<file path="src/rtl/sift_fir_mac_pkg.sv">
// Shared helpers for the SIFT separable-Gaussian MAC.
//   clog2      : ceiling log2 for elaboration-time width math
//   acc_width  : full-precision accumulator width for a DW x CW x TAPS MAC
//   half_taps  : number of distinct coefficients when symmetric taps are folded
//   HALF       : half_taps() of the default 7-tap configuration
package sift_fir_mac_pkg;

  function automatic int clog2(input int v);
    int r;
    r = 0;
    for (int i = 0; i < 31; i++) begin
      if ((1 << i) < v) r = i + 1;
    end
    return r;
  endfunction

  // Pre-add grows the sample by 1 bit and the zero-extended coefficient adds 1
  // more, so a product is DW+CW+2 bits; summing TAPS of them needs clog2(TAPS).
  function automatic int acc_width(input int dw, input int cw, input int taps);
    return dw + cw + 2 + clog2(taps);
  endfunction

  function automatic int half_taps(input int taps);
    return (taps + 1) / 2;
  endfunction

  localparam int DEF_TAPS = 7;
  localparam int HALF     = (DEF_TAPS + 1) / 2;

endpackage

</file>
<file path="src/rtl/sift_fir_mac_round_sat.sv">
// Combinational round-half-up, arithmetic right shift and clip to OW bits.
// Ports:
//   sum_i  in  ACCW  signed full-precision sum
//   val_o  out OW    signed rounded/clipped value
//   sat_o  out 1     value was clipped to max or min
module sift_round_sat #(
  parameter int ACCW  = 22,
  parameter int SHIFT = 8,
  parameter int OW    = 12
) (
  input  logic [ACCW-1:0] sum_i,
  output logic [OW-1:0]   val_o,
  output logic            sat_o
);

  // Working width: one guard bit for the rounding add, and wide enough to
  // hold OW-bit limits even when OW exceeds the accumulator.
  localparam int WW = ((ACCW + 1 > OW) ? ACCW + 1 : OW) + 1;

  // (1 << SHIFT) >> 1 is the half-LSB constant and collapses to 0 for SHIFT=0.
  localparam logic signed [WW-1:0] RND  = (WW'(1) << SHIFT) >> 1;
  localparam logic signed [WW-1:0] MAXV = (WW'(1) << (OW - 1)) - WW'(1);
  localparam logic signed [WW-1:0] MINV = ~MAXV;

  logic signed [WW-1:0] ext;
  logic signed [WW-1:0] rsum;
  logic signed [WW-1:0] shr;

  always_comb begin
    ext  = {{(WW - ACCW){sum_i[ACCW-1]}}, sum_i};
    rsum = ext + RND;
    shr  = rsum >>> SHIFT;
    if (shr > MAXV) begin
      val_o = MAXV[OW-1:0];
      sat_o = 1'b1;
    end else if (shr < MINV) begin
      val_o = MINV[OW-1:0];
      sat_o = 1'b1;
    end else begin
      val_o = shr[OW-1:0];
      sat_o = 1'b0;
    end
  end

endmodule

</file>
<file path="src/rtl/sift_fir_mac.sv">
// 1-D separable-Gaussian MAC for the SIFT detection pipeline.
// A TAPS-deep delay line feeds a free-running 4-stage pipeline:
// pre-add (symmetric fold) -> product -> full-precision sum -> round/clip.
// Ports:
//   iclk    in  1        clock
//   irst_n  in  1        asynchronous active-low reset
//   iDval   in  1        sample valid; shifts the delay line
//   iflush  in  1        line start/end; clears delay line and warm-up count
//   idata   in  DW       signed sample
//   icoef   in  TAPS*CW  unsigned coef k at [k*CW +: CW], tap 0 = newest
//   odata   out OW       signed filtered result (holds when oDval=0)
//   oDval   out 1        one-cycle strobe per result
//   osat    out 1        result was clipped; qualified by oDval
// Handshake: there is no back-pressure. A sample is taken on every edge where
// iDval=1; each result is presented for exactly the one cycle oDval=1 and is
// not repeated, so the consumer must take it then.
module sift_fir_mac
  import sift_fir_mac_pkg::*;
#(
  parameter int TAPS  = 7,
  parameter int DW    = 9,
  parameter int CW    = 8,
  parameter int SHIFT = 8,
  parameter int OW    = 12,
  parameter int SYMM  = 1
) (
  input  logic               iclk,
  input  logic               irst_n,
  input  logic               iDval,
  input  logic               iflush,
  input  logic [DW-1:0]      idata,
  input  logic [TAPS*CW-1:0] icoef,
  output logic [OW-1:0]      odata,
  output logic               oDval,
  output logic               osat
);

  localparam int ACCW   = acc_width(DW, CW, TAPS);
  localparam int NP     = (SYMM != 0) ? half_taps(TAPS) : TAPS;
  localparam int WCW    = clog2(TAPS + 1);
  localparam int PW     = DW + 1;
  localparam int MW     = DW + CW + 2;

  logic signed [DW-1:0]   tap_q [TAPS];
  logic [WCW-1:0]         wcnt_q, wcnt_d;
  logic                   prod_d;

  // Per-stage valid bits travel alongside the data registers.
  logic                   tap_v_q, pre_v_q, prd_v_q, sum_v_q;

  logic signed [PW-1:0]   pre_d [NP];
  logic signed [PW-1:0]   pre_q [NP];
  logic signed [MW-1:0]   prd_d [NP];
  logic signed [MW-1:0]   prd_q [NP];
  logic signed [ACCW-1:0] sum_d, sum_q;

  logic [OW-1:0]          rs_val;
  logic                   rs_sat;
  logic [OW-1:0]          odata_q;
  logic                   osat_q, odval_q;

  // Folded configurations leave the upper coefficients unconnected.
  logic                   unused_coef;
  assign unused_coef = ^icoef;

  // Warm-up count of accepted samples since reset/flush, saturating at TAPS.
  // A flush together with a sample starts the new line at 1.
  always_comb begin
    wcnt_d = wcnt_q;
    if (iflush) begin
      wcnt_d = iDval ? WCW'(1) : '0;
    end else if (iDval && (wcnt_q != WCW'(TAPS))) begin
      wcnt_d = wcnt_q + WCW'(1);
    end
    prod_d = iDval && (wcnt_d == WCW'(TAPS));
  end

  always_ff @(posedge iclk or negedge irst_n) begin
    if (!irst_n) begin
      wcnt_q  <= '0;
      tap_v_q <= 1'b0;
      for (int k = 0; k < TAPS; k++) tap_q[k] <= '0;
    end else begin
      wcnt_q  <= wcnt_d;
      tap_v_q <= prod_d;
      if (iflush) begin
        for (int k = 1; k < TAPS; k++) tap_q[k] <= '0;
        tap_q[0] <= iDval ? idata : '0;
      end else if (iDval) begin
        for (int k = 1; k < TAPS; k++) tap_q[k] <= tap_q[k-1];
        tap_q[0] <= idata;
      end
    end
  end

  // Pre-add: fold mirrored taps; the centre tap (and every tap when SYMM=0)
  // is only sign-extended so the latency never depends on SYMM.
  for (genvar k = 0; k < NP; k++) begin : g_pre
    if ((SYMM != 0) && (k != TAPS - 1 - k)) begin : g_fold
      assign pre_d[k] = PW'(tap_q[k]) + PW'(tap_q[TAPS-1-k]);
    end else begin : g_pass
      assign pre_d[k] = PW'(tap_q[k]);
    end
  end

  // Coefficients are sampled here; the zero-extension keeps them non-negative
  // inside a signed multiply.
  for (genvar k = 0; k < NP; k++) begin : g_mul
    assign prd_d[k] = MW'(pre_q[k]) * MW'($signed({1'b0, icoef[k*CW +: CW]}));
  end

  always_comb begin
    sum_d = '0;
    for (int k = 0; k < NP; k++) begin
      sum_d = sum_d + ACCW'(prd_q[k]);
    end
  end

  always_ff @(posedge iclk or negedge irst_n) begin
    if (!irst_n) begin
      pre_v_q <= 1'b0;
      prd_v_q <= 1'b0;
      sum_v_q <= 1'b0;
      sum_q   <= '0;
      for (int k = 0; k < NP; k++) begin
        pre_q[k] <= '0;
        prd_q[k] <= '0;
      end
    end else begin
      pre_v_q <= tap_v_q;
      prd_v_q <= pre_v_q;
      sum_v_q <= prd_v_q;
      sum_q   <= sum_d;
      for (int k = 0; k < NP; k++) begin
        pre_q[k] <= pre_d[k];
        prd_q[k] <= prd_d[k];
      end
    end
  end

  sift_round_sat #(
    .ACCW  (ACCW),
    .SHIFT (SHIFT),
    .OW    (OW)
  ) u_round_sat (
    .sum_i (sum_q),
    .val_o (rs_val),
    .sat_o (rs_sat)
  );

  // odata keeps its last result between strobes; osat is only meaningful
  // alongside oDval and is forced low otherwise.
  always_ff @(posedge iclk or negedge irst_n) begin
    if (!irst_n) begin
      odata_q <= '0;
      osat_q  <= 1'b0;
      odval_q <= 1'b0;
    end else begin
      odval_q <= sum_v_q;
      osat_q  <= sum_v_q & rs_sat;
      if (sum_v_q) odata_q <= rs_val;
    end
  end

  assign odata = odata_q;
  assign osat  = osat_q;
  assign oDval = odval_q;

endmodule

</file>
<file path="config.mk">
export PLATFORM = sky130hd
export DESIGN_NAME = sift_fir_mac
export DESIGN_NICKNAME = d
export VERILOG_FILES = /design/src/rtl/sift_fir_mac_pkg.sv /design/src/rtl/sift_fir_mac_round_sat.sv /design/src/rtl/sift_fir_mac.sv
export SDC_FILE = /design/constraint.sdc
export NUM_CORES = 1
export LEC_CHECK = 0
export ABC_AREA = 1
export BUFFER_PORTS_ARGS = -buffer_cell sky130_fd_sc_hd__buf_2
export CORE_UTILIZATION = 25
export DETAILED_ROUTE_END_ITERATION = 16
export GPL_TIMING_DRIVEN = 0
export SYNTH_ARGS = -nofsm -noshare
export SYNTH_HDL_FRONTEND = slang
export SYNTH_SLANG_ARGS = --single-unit
</file>
<file path="constraint.sdc">
create_clock -name iclk -period 7 [get_ports iclk]
set_clock_uncertainty 0.15 [all_clocks]
set_input_delay 0.35 -clock iclk [delete_from_list [all_inputs] [get_ports iclk]]
set_output_delay 0.35 -clock iclk [all_outputs]
set_load 0.1 [all_outputs]
</file>
=== Yosys cells after proc, flatten, opt, wreduce, memory -nomap -nowiden ===
Index checks and enable logic that the tools add are counted.

* Bits in registers: 220
* Input bits: 69
* Output and inout bits: 14
* Word-level logic and storage cells: 54

* Add/sub/neg operators: 8
* Multiply operators: 4
* Order comparisons: 2
* Equality and inequality tests: 2
* Multiplexer cells: 10
* Bitwise gates (word level): 1
* Reduce and logical (&&, ||, !) cells: 3

{| class="wikitable"
|+ Operator list
! kind !! count
|-
| $mux W63 || 2
|-
| $mul A10 B9 Y19 || 3
|-
| $add A9 B9 Y10 || 3
|-
| $mux W12 || 2
|-
| $add A22 B9 Y23 const B || 1
|-
| $add A21 B18 Y22 || 1
|-
| $add A20 B19 Y21 || 1
|-
| $add A19 B19 Y20 || 1
|-
| $mul A9 B9 Y18 || 1
|-
| $gt A15 B12 Y1 const B || 1
|-
| $lt A15 B12 Y1 const B || 1
|-
| $mux W9 || 1
|-
| $mux W3 || 2
|-
| $add A3 B1 Y3 const B || 1
|-
| $eq A3 B3 Y1 const B || 1
|-
| $mux W1 || 3
|-
| $ne A3 B3 Y1 const B || 1
|-
| $logic_and A1 B1 Y1 || 2
|-
| $reduce_bool A2 Y1 || 1
|-
| $and A1 B1 Y1 || 1
|}

=== Logic depth before layout (Yosys ltp) ===
Gate-level depths: netlist of the first run.

* Depth in word-level cells: 6
* Mapped depth: 21
* Gate-level depth less buffers: 20

=== Modules after synthesis ===
From an unflattened synthesis of the first run, not the netlist that was laid out.

* Cells, all modules: 2,928
* Area, all modules: 23,461.3 sq um

{| class="wikitable"
|+ By module, submodules not included
! module !! times used !! cells an instance !! area each (sq um)
|-
| sift_fir_mac || 1 || 2,842 || 22,987.0
|-
| sift_round_sat || 1 || 86 || 474.2
|}

=== Worst setup path before layout of the first run ===
Ideal clock, no wire load.

* Path kind: input port to flip-flop
* Start point: input icoef[0]
* End point: register prd_q[75] (netlist name)
* Library setup time: 0.079 ns
* Data arrival time: 4.213 ns
* Data required time: 6.771 ns
* Path slack: 2.558 ns
* Cell stages on the path: 16
* Path buffers: 1
* Cells stage by stage: clkbuf_1 -> nand2_1 -> fa_1 -> inv_1 -> fa_1 -> inv_1 -> fa_1 -> fa_1 -> inv_1 -> ha_1 -> nand2_1 -> nor2_1 -> inv_1 -> or2_2 -> nand4_1 -> xor2_1

{| class="wikitable"
|+ RTL lines
! item !! line !! text
|-
| start: declaration || sift_fir_mac.sv:32 || <nowiki>input logic [TAPS*CW-1:0] icoef,</nowiki>
|-
| end signal: indexed assignment || sift_fir_mac.sv:136 || <nowiki>prd_q[k] <= prd_d[k];</nowiki>
|-
| end: declaration || sift_fir_mac.sv:54 || <nowiki>logic signed [MW-1:0] prd_q [NP];</nowiki>
|}

==> results.toml, run 1 <==
[outcome]
status = "finished, violations left"
violated_checks = "design-rule violations"

[pwr]
p_per_area_nw_per_um2 = 246
worst_ir_drop_vdd_mv = 0.156
leakage_power_total_uw = 0.0141

[critical_path]
timing.reg2reg.setup_slack_ns = 2.03
critPathLaunchType = "register"
crit-reg2reg-launch = "pre_q[3]"
path_cells = "clkbuf_1 > nand2_1 > fa_1 > fa_1 > inv_1 > fa_1 > inv_1 > fa_1 > inv_1 > ha_1 > nand2_1 > nand2_1 > a31oi_1 > o21ai_0 > nand2_1 > nand2_1 > nand2_1 > nand2_1"
critical-path-top-cell-by-count = "sky130_fd_sc_hd__nand2_1"
r2r_cells = 18
worstSetupEndpointType = "register"
critical_path_startpoint = "pre_q[3]"
crit_fanout = 8
setup.worst_path.end = "prd_q[15]"
critical_path.reg2reg.endpoint = "prd_q[15]"
cpPeakStageDelay_ns = 0.54
worst-setup-path-type = "register to register"
arrival_ns = 5.22
critical_path.slowest_cell = "sky130_fd_sc_hd__fa_1"
critical_path_required_ns = 7.26

[clock_tree]
cts_tree = "yes"
worst_skew_pair.late_latency_ns = 0.56
cts_setup_buffers = 0
cts_inserted_buffers = 24
root_buffer = "sky130_fd_sc_hd__clkbuf_16"
cts_num_sinks = 213
clk_pin_slew_worst_paths_ns = 0.06
cts.path.max_buffers = 3
cts.htree.levels = 1

[synth]
synth_enable_flop_cells = 0
synth.most_common_cell = "sky130_fd_sc_hd__inv_1"
avg_cell_area_syn_um2 = 8.37
number_of_distinct_library_cells_after_synthesis = 38
synth.top_cells.by_count = "sky130_fd_sc_hd__inv_1 (728), sky130_fd_sc_hd__nand2_1 (603), sky130_fd_sc_hd__fa_1 (299)"
synthesized_flop_and_latch_total = 213
synth_top_cell_area_share_pct = 26.7
ys.flop_type = "sky130_fd_sc_hd__dfrtp_1"
synth.top_cells.by_area = "sky130_fd_sc_hd__fa_1 (27%), sky130_fd_sc_hd__dfrtp_1 (24%), sky130_fd_sc_hd__inv_1 (12%)"
synth_warnings = 0
post-synth-top-area-cell = "sky130_fd_sc_hd__fa_1"
syn-instance-count = 2675
post_synth_instance_area_um2 = 22400
synth.net_count = 3242
postSynth.asyncResetShare_pct = 100
seq_area_frac_synth_pct = 23.8

[die]
placementRows = 109
chipHeight_um = 301
ioPinCount = 83
design.die.area_um2 = 90700
die-width_um = 301
initial_utilization_pct = 25.3
core-area_um2 = 88500

[final_layout]
post-route-util_pct = 28.2
fillers = 9365
synthToLayoutAreaGrowth_pct = 11.4
post_layout_nonfiller_instances = 3924
nNetsFinal = 3305
layout-drive-gt1-share_pct = 3.41

[run]
maxCapViolCount = 0

[detailed_routing]
drt_first_iter_violations = 920
detail_route.wl_per_cell_um = 12.7
drtPass1Iterations = 12
drc = 12
route.final.wire_length_um = 50000
ant_nets = 0
routed_via_density = 4.07
vias = 15987

[grt]
pin_count_of_the_biggest_net_entering_global_routing = 110
global_route.usage.total_pct = 11.5
antenna_found_initial = 6
grt_remaining_overflow = 0
grt_first_pass_wirelength_um = 85300
number_of_global_route_vias_before_repair = 16895

[timing]
finalSetupTns_ns = 0
report.final.hold_viol_count = 0
fmax_mhz = 201
hold_slack_ns = 0.0907
setup_viol_count_final = 0
min_period_ns = 4.97
tightest_slew_ns = 0.820
worst_slack_ns = 2.03
period_share_pct = 70.9
finalMaxSlewViolations = 0
timing.slew.headroom_pct = 45.3
setup_repair_after_global_routing_missed_its_margin = "false"

[placement]
routabilityCongestion = 0.872
dpl.cell_count = 3866
placed_wire_length_estimate_um = 42200
port_buffers = 25
detailedPlace.worstSlack_ns = 1.96

[hold_path]
min_from = "icoef[0]"
worstHoldPathType = "input pin to register"
## per-stage QoR
step	instance area [um^2]	total power, uW
6_report	24900	6130
5_1_grt	24900	6720
4_1_cts	24900	6190
3_5_place_dp	24000	4860
3_3_place_gp	24000	4820
2_1_floorplan	22400	4030
## layout make-up
class / count / area (um^2) / share of cell area (%)
well taps: 1165 / 1460 / 5.85
clock buffers: 26 / 618 / 2.48
diodes: 3 / 7.51 / 0.0301
multi-input cells: 1640 / 14000 / 56.0
plain buffers: 92 / 362 / 1.45
clock inverters: 18 / 193 / 0.773
repair buffers: 37 / 273 / 1.09
flip-flops and latches: 213 / 5330 / 21.4
inverters: 730 / 2740 / 11.0
## power by group
group	total [uW]	switching (uW)	internal (uW)
Sequential	1620	163	1460
Combinational	3210	2130	1080
Clock	1290	537	756
Total	6130	2830	3300
## layout by cell type, fill, tap and decap left out, types with 13 or more instances in the layout
cell	netlist	layout
sky130_fd_sc_hd__inv_1	728	728
sky130_fd_sc_hd__nand2_1	603	603
sky130_fd_sc_hd__fa_1	299	299
sky130_fd_sc_hd__dfrtp_1	213	213
sky130_fd_sc_hd__ha_1	199	199
sky130_fd_sc_hd__o21ai_0	91	91
sky130_fd_sc_hd__nor2_1	86	86
sky130_fd_sc_hd__a21oi_1	84	84
sky130_fd_sc_hd__clkbuf_1	78	79
sky130_fd_sc_hd__xor2_1	73	73
sky130_fd_sc_hd__nand3_1	70	70
sky130_fd_sc_hd__xnor2_1	38	38
sky130_fd_sc_hd__buf_2	1	25
sky130_fd_sc_hd__clkbuf_16	0	24
sky130_fd_sc_hd__a31oi_1	13	13
sky130_fd_sc_hd__a21o_1	13	13
## cell families after synthesis
logic type      after synthesis  share of synthesized area [%]
buf+inv                     822                           13.9
flops                       213                           23.8
compound gates              237                           5.99
fa+ha+maj                   498                           37.9
simple gates                794                           14.1
xor+xnor                    111                           4.34
## flip-flops by register name (all words and copies together), names as in the netlist
signal	flops
sum_q	15
wcnt_q	3
oDval	1
tap_q	54
pre_v_q	1
pre_d	9
osat	1
odata	12
pre_q	39
tap_v_q	1
prd_q	75
sum_v_q	1
prd_v_q	1
## worst min-delay path by stage
stage	endpoint	slack, ns	depth (start not counted)
6_report	prd_q[57]	0.09	3
5_1_grt	prd_q[57]	0.11	3
4_1_cts	prd_q[57]	0.07	3
3_5_place_dp	sum_v_q	0.20	0
3_3_place_gp	sum_v_q	0.19	0
2_1_floorplan	oDval	-0.1	0
## layer usage
layer / GRT usage, % / wire length, um / vias to the layer above
li1: - / - / 7982
met1: 15.3 / 23100 / 7750
met2: 20.3 / 24400 / 205
met3: 1.28 / 1650 / 46
met4: 2.15 / 899 / 4
met5: 0 / 23 / -
## what timing repair did
action,CTS,global route
hold endpoints to repair,114,0
resized for setup,0,0
hold buffers,11,0
## critical path, delay by kind of cell (launching register included)
family	cells	cell delay [ns]
AO/OA/AOI/OAI	2	0.73
flip-flops	1	0.34
buffers and inverters	4	0.53
AND/OR/NAND/NOR	7	0.60
adder cells (fa/ha/maj)	5	2.47
Power figures use the tool's default switching activity.
==> run 2, diff against run 1 <==
--- a/config.mk
+++ b/config.mk
@@ -5,7 +5,7 @@
 export SDC_FILE = /design/constraint.sdc
 export NUM_CORES = 1
 export LEC_CHECK = 0
-export ABC_AREA = 1
+export ABC_AREA = 0
 export BUFFER_PORTS_ARGS = -buffer_cell sky130_fd_sc_hd__buf_2
 export CORE_UTILIZATION = 25
 export DETAILED_ROUTE_END_ITERATION = 16
==> constraint.sdc (replaced) <==
create_clock -name iclk -period 4.5 [get_ports iclk]
set_clock_uncertainty 0.15 [all_clocks]
set_input_delay 0.225 -clock iclk [delete_from_list [all_inputs] [get_ports iclk]]
set_output_delay 0.225 -clock iclk [all_outputs]
set_load 0.1 [all_outputs]
==> results.toml, run 2 <==
[outcome]
status = "finished, violations left"
violated_checks = "negative setup slack"

[synth]
synthesized_flop_and_latch_total = 213
synth.net_count = 2727
syn-instance-count = 2160
post_synth_instance_area_um2 = 21500
synth.top_cells.by_count = "sky130_fd_sc_hd__inv_1 (497), sky130_fd_sc_hd__fa_1 (299), sky130_fd_sc_hd__dfrtp_1 (213)"
postSynth.asyncResetShare_pct = 100
ys.flop_type = "sky130_fd_sc_hd__dfrtp_1"
synth.most_common_cell = "sky130_fd_sc_hd__inv_1"
synth_warnings = 0
synth_enable_flop_cells = 0
synth_top_cell_area_share_pct = 27.9
avg_cell_area_syn_um2 = 9.93
seq_area_frac_synth_pct = 24.8
post-synth-top-area-cell = "sky130_fd_sc_hd__fa_1"
synth.top_cells.by_area = "sky130_fd_sc_hd__fa_1 (28%), sky130_fd_sc_hd__dfrtp_1 (25%), sky130_fd_sc_hd__ha_1 (12%)"
number_of_distinct_library_cells_after_synthesis = 63

[timing]
fmax_mhz = 221
setup_viol_count_final = 1
report.final.hold_viol_count = 0
period_share_pct = 100
min_period_ns = 4.52
worst_slack_ns = -0.0155
timing.slew.headroom_pct = 45.8
finalMaxSlewViolations = 0
finalSetupTns_ns = -0.0155
tightest_slew_ns = 0.813
setup_repair_after_global_routing_missed_its_margin = "true"
hold_slack_ns = 0.0698

[final_layout]
layout_top_registers = "prd_q: 75 flops, tap_q: 54 flops, pre_q: 39 flops"
synthToLayoutAreaGrowth_pct = 17.4
registers.top_by_ff_count = "prd_q"
fillers = 8869
commonest_cells_after_routing_fill_and_taps_aside = "sky130_fd_sc_hd__inv_1 (476), sky130_fd_sc_hd__fa_1 (286), sky130_fd_sc_hd__dfrtp_1 (180)"
nNetsFinal = 2858
layout-drive-gt1-share_pct = 14.8
largest_register_ffs = 75
antenna_cells = 0
layout_commonest_cell = "sky130_fd_sc_hd__inv_1"

[grt]
global_route.usage.total_pct = 11.3
antenna_found_initial = 5
pin_count_of_the_biggest_net_entering_global_routing = 110
number_of_global_route_vias_before_repair = 15041
grt_first_pass_wirelength_um = 78600
grt_remaining_overflow = 0

[die]
core-area_um2 = 85100
die-width_um = 295
initial_utilization_pct = 25.2
placementRows = 107
chipHeight_um = 295
design.die.area_um2 = 87000
ioPinCount = 83

[clock_tree]
cts.path.max_buffers = 3
clk_pin_slew_worst_paths_ns = 0.06
cts_inserted_buffers = 25
cts_num_sinks = 213
cts_tree = "yes"
worst_skew_pair.late_latency_ns = 0.54
cts.htree.levels = 1
root_buffer = "sky130_fd_sc_hd__clkbuf_16"

[critical_path]
critPathLaunchType = "register"
critical_path_required_ns = 4.76
crit_fanout = 6
arrival_ns = 4.77
worst-setup-path-type = "register to register"
worstSetupEndpointType = "register"

[detailed_routing]
vias = 14219
drc = 0
route.final.wire_length_um = 47400
ant_nets = 0
drtPass1Iterations = 5
drt_first_iter_violations = 598
routed_via_density = 4.12
detail_route.wl_per_cell_um = 13.7

[pwr]
p_sw_share_pct = 40.7
power.sequential.fraction_pct = 28.7
p_per_area_nw_per_um2 = 350
switchingPower_uw = 3580
combPwrFrac_pct = 49.2
worst_ir_drop_vdd_mv = 0.259
internal_power_uw = 5230
pwr-share-clk_pct = 22.1
leakage_power_total_uw = 0.0127

[placement]
routabilityCongestion = 0.819
port_buffers = 34
placed_wire_length_estimate_um = 38100

[run]
maxCapViolCount = 0

[hold_path]
worstHoldPathType = "input pin to register"
-- run 2: path summary, 6_finish.rpt --
path / cells after the start / endpoint / start / slack [ns]
max: 16 / prd_q[75] / pre_q[39] / -0.02
min: 2 / prd_q[0] / icoef[24] / 0.07
max reg2reg: 16 / prd_q[75] / pre_q[39] / -0.02
min reg2reg: 0 / prd_v_q / pre_v_q / 0.20
max in group asynchronous: 3 / pre_q[38] / irst_n / 3.02
min in group asynchronous: 2 / oDval / irst_n / 0.17
-- run 2: area by class of cell --
| cell class | instances | area (um^2) | share of cell area, % |
|---|---|---|---|
| Tap cell | 1144 | 1430 | 5.68 |
| Clock inverter | 13 | 104 | 0.412 |
| Timing Repair Buffer | 107 | 842 | 3.34 |
| Clock buffer | 31 | 678 | 2.69 |
| Inverter | 497 | 1870 | 7.42 |
| Sequential cell | 213 | 5370 | 21.3 |
| Multi-Input combinational cell | 1403 | 14700 | 58.4 |
| Buffer | 44 | 195 | 0.775 |
-- run 2: critical path, cell delays in order (launching register included) --
cell and delay (ns):
sky130_fd_sc_hd__dfrtp_2 0.47, sky130_fd_sc_hd__nand2_2 0.12, sky130_fd_sc_hd__fa_2 0.50, sky130_fd_sc_hd__fa_1 0.52
sky130_fd_sc_hd__inv_2 0.04, sky130_fd_sc_hd__fa_1 0.52, sky130_fd_sc_hd__inv_1 0.04, sky130_fd_sc_hd__fa_1 0.49
sky130_fd_sc_hd__inv_2 0.05, sky130_fd_sc_hd__ha_4 0.28, sky130_fd_sc_hd__a21o_1 0.15, sky130_fd_sc_hd__a21oi_2 0.07
sky130_fd_sc_hd__o211ai_1 0.19, sky130_fd_sc_hd__a21oi_2 0.07, sky130_fd_sc_hd__o41ai_2 0.35, sky130_fd_sc_hd__a21oi_2 0.11
sky130_fd_sc_hd__xnor2_2 0.26
-- run 2: kinds of logic (layout without fill, tap and decap cells) --
family                     count (synthesis)  count (layout)  share of synthesized area [%]
buffers and inverters                    544             692                           9.66
muxes                                     56              56                           2.61
DFF                                      213             213                           24.8
xor gates and xnor gates                 110             110                           4.49
and+or+nand+nor                          513             513                           11.6
adders and majority gates                498             498                           39.5
AOI/OAI and AO/OA                        226             226                           7.26
-- run 2: power groups by stage --
stage | registers, uW | logic, uW | clock network, uW
3_3_place_gp | 2560 | 3900 | 0
4_1_cts | 2540 | 4160 | 2010
5_1_grt | 2560 | 4940 | 2080
6_report | 2530 | 4340 | 1950
3_5_place_dp | 2570 | 3950 | 0
2_1_floorplan | 2580 | 2920 | 0
-- run 2: timing repair --
action / in CTS / in global routing
endpoints found under the hold margin: 117 / 0
hold buffers: 12 / 0
gates resized for setup: 120 / 71
endpoints found under the setup margin: 23 / 25
setup buffers: 45 / 16
cloned: 0 / 0
pin swaps: 76 / 52
-- run 2: per-stage QoR --
stage	utilization (%)	area, um^2	setup WS (ns)	power [uW]	instances
global placement	27.1	23100	-0.741	6470	3338
CTS	29.1	24800	-0.0881	8710	3437
detailed placement	27.1	23100	-0.768	6520	3339
global route	29.6	25200	-0.208	9580	3452
finish	29.6	25200	-0.0155	8810	3452
floorplan	-	21500	0.0162	5490	2160
-- run 2: routing by layer --
metal	routed length (um)	GRT usage (%)	vias to the layer above
met5	41	0	-
met4	873	2.43	6
met3	1240	1.48	54
met2	23500	19.8	136
met1	21700	14.8	7136
li1	-	-	6887
